<file path="src/rtl/inst_fetch_ras.sv">
// Program counter / fetch sequencer with absolute+relative branches and a call/return stack.
// Latency: every action lands on ProgCtr at the next Clk edge; no input-to-ProgCtr comb path.
// Backpressure: Stall freezes PC, stack and state for the cycle; the decoder re-presents the request.
//
// Ports:
//   Clk, Reset            clock and synchronous active-high reset
//   Start, StartAddr      load-and-hold the start vector (state LOAD), released into RUN
//   Stall, Halt           freeze for one cycle / stop into HALTED
//   BranchAbs, BranchRel  conditional branches qualified by ALU_flag
//   Call, Ret             push PC+1 and jump / pop and jump via the return-address stack
//   Target                absolute target or signed offset (BranchRel)
//   ProgCtr               registered program counter (instruction ROM address)
//   Running, Done         registered decodes of RUN / HALTED
//   StackDepth, StackErr  valid stack entries / sticky overflow-underflow flag
module inst_fetch_ras #(
    parameter int T = 10,
    parameter int D = 4
) (
    input  logic                   Clk,
    input  logic                   Reset,
    input  logic                   Start,
    input  logic [T-1:0]           StartAddr,
    input  logic                   Stall,
    input  logic                   Halt,
    input  logic                   BranchAbs,
    input  logic                   BranchRel,
    input  logic                   Call,
    input  logic                   Ret,
    input  logic                   ALU_flag,
    input  logic [T-1:0]           Target,
    output logic [T-1:0]           ProgCtr,
    output logic                   Running,
    output logic                   Done,
    output logic [$clog2(D+1)-1:0] StackDepth,
    output logic                   StackErr
);

    localparam int DW = $clog2(D + 1);
    localparam logic [DW-1:0] DEPTH_ONE = DW'(1);
    localparam logic [DW-1:0] DEPTH_MAX = DW'(D);
    localparam logic [T-1:0]  PC_ONE    = T'(1);

    typedef enum logic [1:0] {
        IDLE   = 2'd0,
        LOAD   = 2'd1,
        RUN    = 2'd2,
        HALTED = 2'd3
    } state_t;

    state_t          state, state_nxt;
    logic [T-1:0]    pc_nxt;
    logic [DW-1:0]   depth_nxt;
    logic            err_nxt;
    logic            push;
    logic [T-1:0]    pc_inc;
    logic [T-1:0]    top;
    logic [T-1:0]    stack [D];

    // Increment wraps naturally mod 2^T; this is also the return address.
    assign pc_inc = ProgCtr + PC_ONE;

    // Top-of-stack select written as a compare loop so the index width
    // never has to match the array bound exactly.
    always_comb begin
        top = '0;
        for (int i = 0; i < D; i++) begin
            if (DW'(i) == (StackDepth - DEPTH_ONE)) begin
                top = stack[i];
            end
        end
    end

    always_comb begin
        state_nxt = state;
        pc_nxt    = ProgCtr;
        depth_nxt = StackDepth;
        err_nxt   = StackErr;
        push      = 1'b0;

        if (Start) begin
            // Start overrides everything except Reset, including Stall.
            state_nxt = LOAD;
            pc_nxt    = StartAddr;
            depth_nxt = '0;
            err_nxt   = 1'b0;
        end else begin
            unique case (state)
                IDLE:   ;
                LOAD:   state_nxt = RUN;
                RUN: begin
                    if (!Stall) begin
                        if (Halt) begin
                            state_nxt = HALTED;
                        end else if (Ret) begin
                            if (StackDepth != '0) begin
                                pc_nxt    = top;
                                depth_nxt = StackDepth - DEPTH_ONE;
                            end else begin
                                err_nxt   = 1'b1;
                                state_nxt = HALTED;
                            end
                        end else if (Call) begin
                            if (StackDepth != DEPTH_MAX) begin
                                push      = 1'b1;
                                pc_nxt    = Target;
                                depth_nxt = StackDepth + DEPTH_ONE;
                            end else begin
                                err_nxt   = 1'b1;
                                state_nxt = HALTED;
                            end
                        end else if (BranchAbs && ALU_flag) begin
                            pc_nxt = Target;
                        end else if (BranchRel && ALU_flag) begin
                            // Two's-complement offset: plain T-bit add gives the signed result mod 2^T.
                            pc_nxt = ProgCtr + Target;
                        end else begin
                            pc_nxt = pc_inc;
                        end
                    end
                end
                HALTED: ;
                default: state_nxt = IDLE;
            endcase
        end
    end

    always_ff @(posedge Clk) begin
        if (Reset) begin
            state      <= IDLE;
            ProgCtr    <= '0;
            StackDepth <= '0;
            StackErr   <= 1'b0;
            Running    <= 1'b0;
            Done       <= 1'b0;
        end else begin
            state      <= state_nxt;
            ProgCtr    <= pc_nxt;
            StackDepth <= depth_nxt;
            StackErr   <= err_nxt;
            // Decoded from the next state so the flags track the state register exactly.
            Running    <= (state_nxt == RUN);
            Done       <= (state_nxt == HALTED);
        end
    end

    // Stack storage needs no reset: entries at or above StackDepth are never read.
    always_ff @(posedge Clk) begin
        if (push) begin
            for (int i = 0; i < D; i++) begin
                if (DW'(i) == StackDepth) begin
                    stack[i] <= pc_inc;
                end
            end
        end
    end

endmodule

</file>
<file path="config.mk">
export PLATFORM = sky130hd
export DESIGN_NAME = inst_fetch_ras
export DESIGN_NICKNAME = d
export VERILOG_FILES = /design/src/rtl/inst_fetch_ras.sv
export SDC_FILE = /design/constraint.sdc
export NUM_CORES = 1
export LEC_CHECK = 0
export CAP_MARGIN = 20
export CELL_PAD_IN_SITES_DETAIL_PLACEMENT = 1
export CELL_PAD_IN_SITES_GLOBAL_PLACEMENT = 2
export CORE_MARGIN = 3
export CORE_UTILIZATION = 38
export DETAILED_ROUTE_END_ITERATION = 8
export HOLD_SLACK_MARGIN = 0.02
export PLACE_DENSITY = 0.81
export RECOVER_POWER = 50
export SYNTH_ARGS = -nofsm -noshare
export SYNTH_HDL_FRONTEND = slang
export SYNTH_SLANG_ARGS = --single-unit
</file>
<file path="constraint.sdc">
create_clock -name Clk -period 5.45 [get_ports Clk]
set_clock_uncertainty 0.15 [all_clocks]
set_input_delay 1.09 -clock Clk [delete_from_list [all_inputs] [get_ports Clk]]
set_output_delay 1.09 -clock Clk [all_outputs]
set_load 0.02 [all_outputs]
</file>
==> results.md <==
* Status: finished clean
* CTS Sinks at 58
* Post-CTS setup buffers at 0
* Critical-path maximum fanout at 24
* Setup violations, final at 0
* Number of global-route vias before repair at 2940
* Post-synth net total at 400
* Fillcell total at 981
* Syn_area_per_cell at 9.970 um^2
* Max-cap violation count at 0
* Worst min path class: reg2reg
* Synth Instances at 349
* Worst Tran Pin Value at 1005 ps
* Synthesized area at 3480 um^2
* Starting DRC count in detailed routing at 143
* Final nets at 440
* Worst EP arrival at 3870 ps
* Final Power at 0.001037 W
* Main area contributors after synthesis: edfxtp_1 (35%), dfxtp_1 (10%), ha_1 (7.2%), a21oi_1 (3.6%), nor2_1 (2.9%)
* # diodes at 0
* Minimum clock period at 3783 ps
* Chip width at 101.7 um
* Slew HR at 33.01%
* RSZ-0062 raised after global routing: false
* DR WL/cell at 20.07 um
* Core Rows at 34
* Io pins at 46
* Worst EP required at 5530 ps
* # DRC at 0
* Reg clk slew, reported paths at 70 ps
* Endpoint type of the worst setup path: register
* CTS Root Buffer Type: clkbuf_8
* Area growth, synth to finish at 20.64%
* Register area share after synthesis at 44.88%
* FF+latch area at 1562 um^2
* Die Area at 10340 um^2
* Leading cell type in the layout, fill and taps excluded: edfxtp_1
* Post-route setup TNS at 0 ps
* First-pass GRT wire length at 16000 um
* Total length of routed wires at 10070 um
* CTS tree: done
* Slew Limit Fails at 0
* Number of port buffers at 45
* CP Launch Type: input port
* Largest net degree at the start of global routing at 27
* H-tree levels at 3
* Final Wtd Congestion at 0.7779
* Die height at 101.7 um
* DRT antenna net count at 0
* Met2 usage at 32.95%
* Power per cell area at 247.0 nW/um^2
* Post-synth top area share at 34.52%
* Area of the multi-input gates at 1770 um^2
* Yosys cell types at 61
* Most frequent cells in the layout: edfxtp_1 (40), clkdlybuf4s50_1 (28), nor2_1 (27)
* Yosys reg bits at 58
* Share of cells above drive strength 1 at 6.853%
* Placeable Area at 8806 um^2
* Synth area leader: edfxtp_1
* Final Hold Fails at 0
* Drt first pass iters at 4
* Post_cts resized at 0
* Number of hold buffers added after cts at 0
* Max VDD drop at 167.0 uV
* Synth Flop Type: edfxtp_1
* Met1 Resource Use GR at 28.83%
* Antenna violations before repair at 0
* Crit Path Category: in2reg
* Starting Density at 39.51%
* Worst-case clock buffer depth at 2
* TritonCTS Buffers at 9
* Vias per cell at 5.819
* Async SR Flop Fraction at 0%
* GR peak layer: met2
* Grt met3 use at 2.961%
* Period Utilization, post-route at 69.42%
* Post-DP HPWL at 7397 um
* Fmax at 264.3 MHz
* Gr usage total at 20.53%
* LEAKAGE at 1.588 nW
* Global route overflow at 0
* Via Count at 2921
* Post-synth EDFFs at 40
* Ys Warns at 0
* Clk_lat worst skew at 340 ps
## kinds of logic (layout without fill, tap and decap cells)
kind of cell    count (synthesis)  after routing  share of synthesized area (%)
mux                             4              4                          1.187
compound gates                100            100                          20.68
xor+xnor                       13             13                          3.272
simple gates                  116            116                          17.98
fa+ha+maj                      21             21                          7.767
buf+inv                        37             82                          4.243
flops                          58             58                          44.88
## cells in the mapped netlist (10+ instances only)
cell type and instances:
and3_1 10, edfxtp_1 40, nand3_1 15, inv_1 19, clkbuf_1 10, a21oi_1 25
nor2b_1 13, nor2_1 27, o21ai_0 13, a221oi_1 10, nand2_1 19, dfxtp_1 18
ha_1 20
## cell type report
class,instances,share of cell area [%]
Multi-Input combinational cell,254,42.18
Sequential cell,58,37.20
Tap cell,108,3.219
Inverter,19,1.699
Clock buffer,9,2.951
Timing Repair Buffer,47,11.09
Clock inverter,7,1.669
## through the flow
stage	cell area, um^2	util, %	hold WS [ps]	worst slack, ps	cells
after global routing	4198	47.67	333.7	1447	502
after detailed placement	4004	45.47	316.2	1425	486
after global placement	4004	45.47	309.1	1507	486
final	4198	47.67	320.4	1667	502
after CTS	4198	47.67	334.0	1764	502
after floorplan	3480	-	362.1	2450	349
## per-layer routing
metal / up-vias / routed length [um]
met1: 1430 / 4794
met2: 72 / 4696
met3: 13 / 458
met5: - / 0
met4: 0 / 124
li1: 1406 / -
## final timing paths
kind	startpoint	to	slack, ps	cells past startpoint
max	Ret	ProgCtr[6]	1670	7
min	StackErr	StackErr	320	1
max reg2reg	StackDepth[0]	ProgCtr[6]	2250	8
min reg2reg	StackErr	StackErr	320	1
## state kept, by name, indices dropped and copies added, names as in the netlist
name        cells
state           2
StackErr        1
StackDepth      3
Running         1
stack          40
ProgCtr        10
Done            1
## where the power goes
part / switching (W) / total, W / internal [W]
logic: 0.0000840 / 0.000150 / 0.0000664
clock network: 0.000186 / 0.000396 / 0.000210
registers: 0.0000123 / 0.000490 / 0.000478
total: 0.000283 / 0.00104 / 0.000754
## worst max-delay path: stages
cell and delay (ps):
dlygate4sd3_1 1090, nand4b_1 250, nor3b_4 550, nand2b_2 230
a311oi_2 320, o31ai_1 110, and3_1 210
No activity file was read; power rests on OpenSTA's default activity.
